[config.mk]
export PLATFORM = sky130hd
export DESIGN_NAME = dm_ctrl_flat
export DESIGN_NICKNAME = d
export VERILOG_FILES = /design/src/rtl/dm_ctrl_if.sv /design/src/rtl/dm_ctrl.sv /design/src/flat_wrapper.sv
export SDC_FILE = /design/constraint.sdc
export NUM_CORES = 1
export LEC_CHECK = 0
export CAP_MARGIN = 20
export CORE_AREA = 5 5 133 135
export DETAILED_ROUTE_END_ITERATION = 6
export DIE_AREA = 0 0 138 140
export PLACE_DENSITY = 0.77
export SYNTH_ARGS = -nofsm -noshare
export SYNTH_HDL_FRONTEND = slang
export SYNTH_SLANG_ARGS = --single-unit
export TNS_END_PERCENT = 100
[constraint.sdc]
create_clock -name clk -period 3.74 [get_ports clk]
set_clock_uncertainty 0.1 [all_clocks]
set_input_delay 0.561 -clock clk [delete_from_list [all_inputs] [get_ports clk]]
set_output_delay 0.561 -clock clk [all_outputs]
set_load 0.02 [all_outputs]
[src/rtl/dm_ctrl_if.sv]
// One requester port of the data-memory controller: the request, its attributes,
// and the registered completion (rdata/ack/err).
interface dm_ctrl_if #(
  parameter int AW = 10
);
  logic          req;
  logic          we;
  logic [1:0]    size;
  logic          sext;
  logic [AW-1:0] addr;
  logic [31:0]   wdata;
  logic [31:0]   rdata;
  logic          ack;
  logic          err;

  modport master (output req, we, size, sext, addr, wdata, input rdata, ack, err);
  modport slave  (input req, we, size, sext, addr, wdata, output rdata, ack, err);
endinterface

[src/rtl/dm_ctrl.sv]
// Round-robin data-memory access controller for two requesters: word-aligned
// accesses, byte/half/word loads with extension, sub-word stores by read-modify-write.
module dm_ctrl #(
  parameter int AW = 10,
  parameter int DW = 32
) (
  input  logic          clk,
  input  logic          rst,
  dm_ctrl_if.slave      a,
  dm_ctrl_if.slave      b,
  output logic [AW-1:0] mem_addr,
  output logic [DW-1:0] mem_din,
  output logic          mem_we,
  input  logic [DW-1:0] mem_dout,
  output logic          busy
);
  typedef enum logic [1:0] {IDLE, ACCESS, DONE} state_t;

  state_t        state, state_nx;
  logic          grant_b, last_b;
  logic          l_we, l_sext, l_err;
  logic [1:0]    l_size;
  logic [AW-1:0] l_addr;
  logic [31:0]   l_wdata;

  logic          any_req, pick_b, s_misal;
  logic [1:0]    s_size;
  logic [AW-1:0] s_addr;
  logic [31:0]   shifted, load_val, lane_mask, lane_data, merged;
  logic [4:0]    lane_sh;

  // Arbitration: with both requesting, the port that did not win last time goes.
  always_comb begin
    any_req = a.req | b.req;
    pick_b  = b.req & (~a.req | ~last_b);
    s_size  = pick_b ? b.size : a.size;
    s_addr  = pick_b ? b.addr : a.addr;
    s_misal = (s_size == 2'b11) ||
              (s_size == 2'b01 && s_addr[0]) ||
              (s_size == 2'b10 && s_addr[1:0] != 2'b00);
  end

  always_ff @(posedge clk or posedge rst) begin
    if (rst) state <= IDLE;
    else     state <= state_nx;
  end

  always_comb begin
    state_nx = state;
    case (state)
      IDLE:    if (any_req) state_nx = ACCESS;
      ACCESS:  state_nx = DONE;
      DONE:    state_nx = IDLE;
      default: state_nx = IDLE;
    endcase
  end

  always_ff @(posedge clk or posedge rst) begin
    if (rst) begin
      grant_b <= 1'b0;
      last_b  <= 1'b1;
      l_we    <= 1'b0;
      l_sext  <= 1'b0;
      l_err   <= 1'b0;
      l_size  <= '0;
      l_addr  <= '0;
      l_wdata <= '0;
    end else if (state == IDLE && any_req) begin
      grant_b <= pick_b;
      last_b  <= pick_b;
      l_we    <= pick_b ? b.we    : a.we;
      l_sext  <= pick_b ? b.sext  : a.sext;
      l_wdata <= pick_b ? b.wdata : a.wdata;
      l_size  <= s_size;
      l_addr  <= s_addr;
      l_err   <= s_misal;
    end
  end

  // Lane shift in bits derived from the byte offset; half stores use addr[1] only.
  always_comb begin
    lane_sh = {l_addr[1:0], 3'b000};
    shifted = mem_dout >> lane_sh;
    case (l_size)
      2'b00:   load_val = {{24{l_sext & shifted[7]}},  shifted[7:0]};
      2'b01:   load_val = {{16{l_sext & shifted[15]}}, shifted[15:0]};
      default: load_val = mem_dout;
    endcase
    if (l_size == 2'b00) begin
      lane_mask = 32'h0000_00FF << lane_sh;
      lane_data = {24'h0, l_wdata[7:0]} << lane_sh;
    end else begin
      lane_mask = 32'h0000_FFFF << {l_addr[1], 4'b0000};
      lane_data = {16'h0, l_wdata[15:0]} << {l_addr[1], 4'b0000};
    end
    merged = (mem_dout & ~lane_mask) | lane_data;
  end

  always_ff @(posedge clk or posedge rst) begin
    if (rst) begin
      a.rdata <= '0;
      b.rdata <= '0;
    end else if (state == ACCESS && (!l_we || l_err)) begin
      if (grant_b) b.rdata <= l_err ? '0 : load_val;
      else         a.rdata <= l_err ? '0 : load_val;
    end
  end

  always_comb begin
    busy     = (state != IDLE);
    mem_addr = {l_addr[AW-1:2], 2'b00};
    mem_we   = (state == ACCESS) && l_we && !l_err;
    mem_din  = '0;
    if (mem_we) mem_din = (l_size == 2'b10) ? l_wdata : merged;
    a.ack    = (state == DONE) && !grant_b;
    b.ack    = (state == DONE) && grant_b;
    a.err    = a.ack && l_err;
    b.err    = b.ack && l_err;
  end
endmodule

[src/flat_wrapper.sv]
// flat-port wrapper written by rule: the top's interface ports become plain ports
module dm_ctrl_flat 
#(
  parameter int AW = 10,
  parameter int DW = 32
)
  (clk, rst, mem_addr, mem_din, mem_we, mem_dout, busy, a_req, a_we, a_size, a_sext, a_addr, a_wdata, a_rdata, a_ack, a_err, b_req, b_we, b_size, b_sext, b_addr, b_wdata, b_rdata, b_ack, b_err);
  dm_ctrl_if #(.AW(AW)) a_i ();
  dm_ctrl_if #(.AW(AW)) b_i ();
  input  logic clk;
  input  logic rst;
  output logic [AW-1:0] mem_addr;
  output logic [DW-1:0] mem_din;
  output logic mem_we;
  input  logic [DW-1:0] mem_dout;
  output logic busy;
  input wire logic [$bits(a_i.req)-1:0] a_req;
  input wire logic [$bits(a_i.we)-1:0] a_we;
  input wire logic [$bits(a_i.size)-1:0] a_size;
  input wire logic [$bits(a_i.sext)-1:0] a_sext;
  input wire logic [$bits(a_i.addr)-1:0] a_addr;
  input wire logic [$bits(a_i.wdata)-1:0] a_wdata;
  output wire logic [$bits(a_i.rdata)-1:0] a_rdata;
  output wire logic [$bits(a_i.ack)-1:0] a_ack;
  output wire logic [$bits(a_i.err)-1:0] a_err;
  input wire logic [$bits(b_i.req)-1:0] b_req;
  input wire logic [$bits(b_i.we)-1:0] b_we;
  input wire logic [$bits(b_i.size)-1:0] b_size;
  input wire logic [$bits(b_i.sext)-1:0] b_sext;
  input wire logic [$bits(b_i.addr)-1:0] b_addr;
  input wire logic [$bits(b_i.wdata)-1:0] b_wdata;
  output wire logic [$bits(b_i.rdata)-1:0] b_rdata;
  output wire logic [$bits(b_i.ack)-1:0] b_ack;
  output wire logic [$bits(b_i.err)-1:0] b_err;
  assign a_i.req = a_req;
  assign a_i.we = a_we;
  assign a_i.size = a_size;
  assign a_i.sext = a_sext;
  assign a_i.addr = a_addr;
  assign a_i.wdata = a_wdata;
  assign a_rdata = a_i.rdata;
  assign a_ack = a_i.ack;
  assign a_err = a_i.err;
  assign b_i.req = b_req;
  assign b_i.we = b_we;
  assign b_i.size = b_size;
  assign b_i.sext = b_sext;
  assign b_i.addr = b_addr;
  assign b_i.wdata = b_wdata;
  assign b_rdata = b_i.rdata;
  assign b_ack = b_i.ack;
  assign b_err = b_i.err;
  dm_ctrl #(.AW(AW), .DW(DW)) u_core (.clk(clk), .rst(rst), .a(a_i), .b(b_i), .mem_addr(mem_addr), .mem_din(mem_din), .mem_we(mem_we), .mem_dout(mem_dout), .busy(busy));
endmodule
==> Word-level counts from Yosys, hierarchy flattened <==
Cells that the tools add are included.
Widths: inputs -> output; s select.
{ "word_totals": {"inputBits": 128, "register_bits": 115, "elab_cells": 70, "output_inout_bits": 112} }
{ "op_classes": {"mux": 13, "n_eq_ne": 8, "n_bitwise": 11, "shift": 5, "n_reduce_logical": 22} }
{ "ops": {"columns": ["operator", "count"], "rows": [
  ["$mux 32", 6],
  ["$pmux 32 s2", 1],
  ["$and 32x32->32", 1],
  ["$not 32->32", 1],
  ["$or 32x32->32", 1],
  ["$shl 16x5->32", 1],
  ["$shl 16x5->32 const A", 1],
  ["$shl 8x5->32", 1],
  ["$shl 8x5->32 const A", 1],
  ["$shr 32x5->16", 1],
  ["$logic_and 1x1->1", 10],
  ["$mux 10", 1],
  ["$eq 2x2->1 const B", 4],
  ["$eq 2x1->1 const B", 3],
  ["$logic_not 2->1", 2],
  ["$mux 2", 2],
  ["$pmux 2 s2", 1],
  ["$reduce_and 2->1", 2],
  ["$reduce_bool 2->1", 2],
  ["$and 1x1->1", 3],
  ["$logic_not 1->1", 3],
  ["$logic_or 1x1->1", 3],
  ["$not 1->1", 3],
  ["$mux 1", 2],
  ["other kinds (2)", 3]
]} }

==> Depth between registers and ports, before layout <==
Gate-level depths: netlist of the first run.
{ "logic_depth": {"depth_word": 8, "mapped_depth": 7, "ltp_nobuf": 6} }

==> Worst setup path after synthesis of the first run <==
OpenSTA, ideal clock, no wires.
{ "synth_path": {"path_kind": "register -> output", "start": "register u_core.l_err", "end": "output port mem_din[22]", "path_slack_ns": 1.376, "arrival_time_ns": 1.703, "path_stages_with_launch": 8, "t_required_ns": 3.079, "n_path_buf": 2, "path_cell_list": "dfrtp_1 -> buf_2 -> and2b_1 -> nand2_1 -> inv_1 -> buf_2 -> o21ai_0 -> a21oi_1"} }
{ "synth_via": {"elab_chain_len": 3} }
{ "synth_lines": {"columns": ["item", "line_no", "rtl"], "rows": [
  ["start, declared", "dm_ctrl.sv:21", "logic l_we, l_sext, l_err;"],
  ["start signal, assigned", "dm_ctrl.sv:76", "l_err <= s_misal;"],
  ["$logic_not 1->1", "dm_ctrl.sv:112", "mem_we = (state == ACCESS) && l_we && !l_err;"],
  ["$logic_and 1x1->1", "dm_ctrl.sv:112", null],
  ["named net mem_we", "flat_wrapper.sv:14", "output logic mem_we;"],
  ["$mux 32", "dm_ctrl.sv:114", "if (mem_we) mem_din = (l_size == 2'b10) ? l_wdata : merged;"],
  ["end, declared", "flat_wrapper.sv:13", "output logic [DW-1:0] mem_din;"]
]} }
The timed path passes the listed nets, and every way through them passes these cells.

==> Worst setup path in the final report of the first run <==
{ "layout_path": {"start": "register u_core.l_size[1]", "end": "output port mem_din[15]"} }
{ "layout_via": {"elab_chain_len": 7, "elab_cells_between_ends": 9, "classes_between": "eq/ne (1); mux (4); bitwise (3); reduce/logical (1)"} }
{ "layout_lines": {"columns": ["item", "line_no", "rtl"], "rows": [
  ["start, declared", "dm_ctrl.sv:22", "logic [1:0] l_size;"],
  ["start signal, assigned", "dm_ctrl.sv:74", "l_size <= s_size;"],
  ["$logic_not 2->1", "dm_ctrl.sv:89", "if (l_size == 2'b00) begin"],
  ["$mux 32", "dm_ctrl.sv:89", null],
  ["$not 32->32", "dm_ctrl.sv:96", "merged = (mem_dout & ~lane_mask) | lane_data;"],
  ["$and 32x32->32", "dm_ctrl.sv:96", null],
  ["$or 32x32->32", "dm_ctrl.sv:96", null],
  ["$mux 32 (*) (2 in series)", "dm_ctrl.sv:114", null]
]} }
Mark *: on every way between the ends. The rest lies on a longest branch, timed or not.

==> results of run 1 <==
-- Yosys cell counts, types with 2 or more instances --
cell         n  area share [%]
nand3b_1     7            0.80
or2_1        3            0.29
buf_6        4            0.69
o211ai_1     2            0.23
a22oi_1     16             1.8
nor3_4       3            0.74
o221ai_1    15             2.0
buf_4       15             1.7
o21a_1       4            0.46
or2_2        5            0.48
o21ai_0     24             1.8
nor2_1      74             4.2
nand3_2      2            0.30
clkbuf_1    27             1.5
and2_1       4            0.38
buf_2       23             1.8
a31oi_1      3            0.29
nand3_1      2            0.15
a21o_1       8            0.91
nand2_1     58             3.3
mux2_2       2            0.34
nor2b_1      3            0.29
o41ai_1     14             1.9
mux2i_1     72              11
a22o_2      15             2.3
inv_1       14            0.80
and3_1       2            0.19
dfrtp_1    114              43
a2bb2oi_1   15             2.0
a21oi_1     96             7.3
nor3_2       2            0.30
a22o_1      17             2.3
nand2b_1    15             1.4
-- power by group through the flow --
stage	registers, mW	logic (mW)	clock network [mW]
floorplan	2.28	2.57	0
global placement	2.21	3.99	0
detailed placement	2.22	4.06	0
CTS	2.20	4.09	1.73
global route	2.26	4.40	1.79
finish	2.21	4.08	1.71
-- flip-flops by register name, summed over array words and instances, names as in the netlist, 2 cells and up --
name            flops
u_core.a.rdata     32
u_core.b.rdata     32
u_core.l_addr      10
u_core.l_size       2
u_core.l_wdata     32
u_core.state        2
-- through the flow --
step	setup slack (ps)	hold slack [ps]
detailed placement	768	362
floorplan	36.6	390
CTS	310	377
finish	282	374
global route	104	401
global placement	757	359
-- worst max-delay path by stage --
stage,endpoint
after floorplan,u_core.a.rdata[0]$_DFFE_PP0P_
after global placement,mem_din[12]
after detailed placement,mem_din[14]
after CTS,mem_din[28]
after global routing,mem_din[28]
final,mem_din[15]
-- routing by layer --
layer	part of all wire, %	up-vias	wire length [µm]
met5	0	-	0
met4	2.9	0	657
met3	9.5	42	2190
met2	47	305	10900
met1	40	3002	9310
li1	-	2920	-
-- layout make-up --
type | count | area, µm² | share of cell area [%]
Clock buffer | 17 | 425 | 4.41
Clock inverter | 15 | 196 | 2.04
Inverter | 14 | 55.1 | 0.571
Multi-Input combinational cell | 499 | 3290 | 34.2
Sequential cell | 115 | 2880 | 29.9
Tap cell | 220 | 275 | 2.86
Timing Repair Buffer | 253 | 2510 | 26.1
-- worst register-to-register path, stage by stage (launching register included) --
cell     delay, ps
dfrtp_2        680
buf_4          420
nor2b_4         90
a32o_2         310
nor3_4         660
a22o_2         270
-- cells by family (layout without fill, tap and decap cells) --
kind of cell | after synthesis | count (layout)
buf+inv | 83 | 299
other cells | 1 | 2
flops | 115 | 115
simple gates | 185 | 185
mux | 75 | 75
xor+xnor | 1 | 1
compound gates | 236 | 236
==> impl_metrics.tcl, run 1 <==
set metrics [dict create \
    status "complete, no violations" \
    hold_start "u_core.a.rdata[4]$_DFFE_PP0P_" \
    num_antenna_cells 0 \
    fmaxAchievable_mhz 289 \
    clk_path_buf_depth 2 \
    critPathTopFamily "flip-flops" \
    cp_common_cell "nor2_1" \
    fin_util_pct 59.0 \
    cp.depth 5 \
    dp.cells 1101 \
    io_pins 240 \
    numPortBuffers 237 \
    cpMaxStageDelayCell "dfrtp_2" \
    numCtsBuffers 17 \
    ff2ff_setup_slack_ps 1140 \
    die_h_um 140 \
    clkTransAtPathRegs_ps 60 \
    syn_area_um2 6580 \
    start_util_pct 40.2 \
    switching_power_mw 3.43 \
    postRouteAntennaNets 0 \
    cts_setup_buffers 0 \
    cts-root-buf "clkbuf_16" \
    critPathKind "flop to output port" \
    ys.flop_type "dfrtp_1" \
    dpl_cell_area_um2 9020 \
    clockPowerShare_pct 21.4 \
    rows 47 \
    hold_end "u_core.a.rdata[4]$_DFFE_PP0P_" \
    ctsResizeCount 0 \
    max_stage_delay_ps 680 \
    hold_violations 0 \
    yosys_warnings 0 \
    core_area_um2 16300 \
    start_kind "flop" \
    synth_compound_area_share_pct 24.3 \
    vias_per_cell 5.53 \
    synth_edf_count 0 \
    final_nets 1028 \
    rsz0062_at_grt "false" \
    min_path_cells 2 \
    final_area_um2 9640 \
    worstSkewPairLatency_ps 410 \
    syn-mean-instance-area_um2 9.45 \
    worstSetupStartpoint "u_core.l_size[1]$_DFFE_PP0P_" \
    setup_tns_ps 0 \
    switching_share_pct 42.9 \
    critPathCaptureType "output port" \
    synthCells 696 \
    grt_max_degree 63 \
    area_growth_pct 46.6 \
    cts_tree "yes" \
    p_int_mw 4.57 \
    wl_per_cell_um 20.3 \
    die_area_um2 19300 \
    fp.dieW_um 138 \
    most-common-layout-cells "236 x clkdlybuf4s50_1, 113 x dfrtp_1, 96 x a21oi_1" \
    first_pass_iters 4 \
    grt_use_met1_pct 28.7 \
    dp_hpwl_um 17200 \
    cts.sinks 115 \
    ir_drop_uv 418 \
    critPathMaxFanout 30 \
    holdBufCountCts 0 \
    final_cells 1133 \
    dr_total_vias 6269 \
    period_share_pct 92.5 \
    yosys_register_bits 115 \
    worst_pin_slew_ps 812 \
    path_cells "nor2_1 > nor2_1 > a22oi_1 > a21oi_1 > clkdlybuf4s50_1" \
    p_per_area_nw_per_um2 830 \
    yosysSeqAreaShare_pct 43.8 \
    grt_overflow 0 \
    drive_gt1_share_pct 9.97 \
    relSlewSlack_pct 45.9 \
    rr_worst_depth 5 \
    drc 0 \
    synthMuxAreaShare_pct 11.5 \
    crit_arrival_ps 2800 \
    grt_busiest_layer "met2" \
    worst_r2r_endpoint "u_core.a.rdata[23]$_DFFE_PP0P_" \
    layout_commonest_cell "clkdlybuf4s50_1" \
    p_seq_share_pct 27.6 \
    htreeDepth 4 \
    grtUsageTotal_pct 23.1 \
    cap_violations 0 \
    drt_iter0_drc 430 \
    synth-xor-area-share_pct 0.133 \
    hp-class "flop to flop" \
    antenna_found_initial 0 \
    use_met2_pct 37.6 \
    min_period_ps 3460 \
    comb_power_share_pct 51.0 \
    grt_pass1_vias 6201 \
    totalPowerFinal_mw 8.00 \
    synth.distinct_cells 49 \
    leakage_nw 4.05 \
    n_fill_cell 1482 \
    setup_violations 0 \
    reg2reg_from "u_core.l_size[1]$_DFFE_PP0P_" \
    yosys.area_share.simple_pct 13.7 \
    grt_pass1_wl_um 35200 \
    async_reset_ff_share_pct 100 \
    crit_buf_inv 1 \
    required_ps 3080 \
    synthAdderAreaFrac_pct 0 \
    report.final.slew_viol_count 0 \
    grtUsageMet3_pct 7.84 \
    routed_wl_um 23000 \
    gp_congestion 0.874 \
    synth_top_family_by_area "compound AO/OA/AOI/OAI gates" \
]
Power figures use the tool's default switching activity.
==> run 2: changes to the inputs <==
clock period = 3.08 ns   (was 3.74 ns; I/O delays follow)
==> run 2 against run 1 <==
Against the previous run: first-iteration DRC count rose by 20%; via count up 0.70%; flip-flop and latch count did not move; critical endpoint is now mem_din[3]; largest cell class unchanged.
==> impl_metrics.tcl, run 2 (synthesis gave the netlist of run 1 again) <==
set metrics [dict create \
    leakage_nw 4.41 \
    most-common-layout-cells "219 x clkdlybuf4s50_1, 110 x dfrtp_1, 96 x a21oi_1" \
    cts_tree "yes" \
    reg2reg_from "u_core.l_addr[1]$_DFFE_PP0P_" \
    dp_hpwl_um 17500 \
    pre_cts_slack_ps 205 \
    status "complete, no violations" \
    relSlewSlack_pct 49.9 \
    final_area_um2 9850 \
    start_kind "flop" \
    final_nets 1044 \
    crit_arrival_ps 2450 \
    dp.cells 1111 \
    min_period_ps 3010 \
    worstSkewPairLatency_ps 420 \
    grt_max_degree 51 \
    fin_util_pct 60.2 \
    htreeDepth 4 \
    worstSetupStartpoint "u_core.l_size[0]$_DFFE_PP0P_" \
    drc 0 \
    die_h_um 140 \
    first_pass_iters 5 \
    num_antenna_cells 0 \
    wl_per_cell_um 20.3 \
    numCtsBuffers 17 \
    hp-class "flop to flop" \
    rsz0062_at_grt "true" \
    ir_drop_uv 601 \
    min_path_cells 2 \
    core_area_um2 16300 \
    gp_congestion 0.918 \
    critPathCaptureType "output port" \
    dpl_cell_area_um2 9120 \
    holdWs_ps 373 \
    routed_wl_um 23300 \
    critPathMaxFanout 11 \
    clkTransAtPathRegs_ps 60 \
    fp.dieW_um 138 \
    start_util_pct 40.2 \
    layout_commonest_cell "clkdlybuf4s50_1" \
    dr_total_vias 6313 \
    final_cells 1149 \
    area_growth_pct 49.8 \
    grtUsageTotal_pct 23.5 \
    io_pins 240 \
    die_area_um2 19300 \
    report.final.slew_viol_count 0 \
    rr_worst_depth 5 \
    drive_gt1_share_pct 12.2 \
    period_share_pct 97.8 \
    antenna_found_initial 0 \
    p_per_area_nw_per_um2 1000 \
    setup_violations 0 \
    cts.sinks 115 \
    top_regs "u_core.a.rdata x32, u_core.b.rdata x32, u_core.l_wdata x32" \
    ff2ff_setup_slack_ps 780 \
    postRouteAntennaNets 0 \
    hold_violations 0 \
    hold_start "u_core.a.rdata[3]$_DFFE_PP0P_" \
    required_ps 2520 \
    hold_end "u_core.a.rdata[3]$_DFFE_PP0P_" \
    worst_r2r_endpoint "u_core.a.rdata[19]$_DFFE_PP0P_" \
    drt_iter0_drc 517 \
    fmaxAchievable_mhz 332 \
    grt_pass1_vias 6328 \
    clk_path_buf_depth 2 \
    grt_overflow 0 \
    vias_per_cell 5.49 \
    totalPowerFinal_mw 9.85 \
    critPathKind "flop to output port" \
    setup_tns_ps 0 \
    layout_setup_ws_ps 67.8 \
    numPortBuffers 237 \
    grt_pass1_wl_um 35900 \
    cts-root-buf "clkbuf_16" \
    cap_violations 0 \
    worst_pin_slew_ps 752 \
    rows 47 \
]
run 2: cell types whose count changed in the layout (fill, tap and decap cells not counted), sizes merged:
cell           before  now
clkinv              6    3
buf                17   31
clkinvlp            1    6
clkdlybuf4s50     236  219
dlymetal6s2s        0   17
run 2: final cells by class:
| cell class | instances | area, µm² |
|---|---|---|
| repair buffers | 267 | 2690 |
| clock inverters | 15 | 195 |
| inverters | 14 | 60.1 |
| multi-input cells | 499 | 3300 |
| fillers | 1478 | 6500 |
| clock buffers | 17 | 425 |
| well taps | 220 | 275 |
| flip-flops and latches | 115 | 2880 |
| repair inverters | 2 | 15.0 |
run 2: layer usage:
layer	vias up	wire length, µm	global-route usage [%]
li1	2944	-	-
met1	3068	9470	29.8
met2	273	11300	38.7
met3	28	2130	7.29
met4	0	361	6.92
met5	-	0	0
run 2: power breakdown:
part	leakage, nW	internal, mW	switching, mW
clock	0.298	1.30	0.791
sequential	1.41	2.13	0.566
combinational	2.70	2.22	2.85
total	4.41	5.64	4.21
run 2: critical path, stage by stage (launching register included):
cell	delay (ps)
dfrtp_2	500
buf_4	200
nand2b_1	180
o21ai_2	250
mux2i_1	170
nor2_1	120
clkdlybuf4s50_1	610
run 2: worst max-delay path by stage:
stage                     cells after the start     endpoint  slack [ps]
after floorplan                               7  mem_din[22]         820
final                                         6   mem_din[3]          70
after global placement                        5  mem_din[12]         230
after detailed placement                      5  mem_din[12]         200
after CTS                                     6  mem_din[29]          20
after global routing                          5   mem_din[5]         -40
run 2: repair_timing:
action	in CTS	in global routing
setup buffers	2	2
hold buffers	0	0
cloned	0	2
resized for setup	5	21
endpoints found under the setup margin	28	27
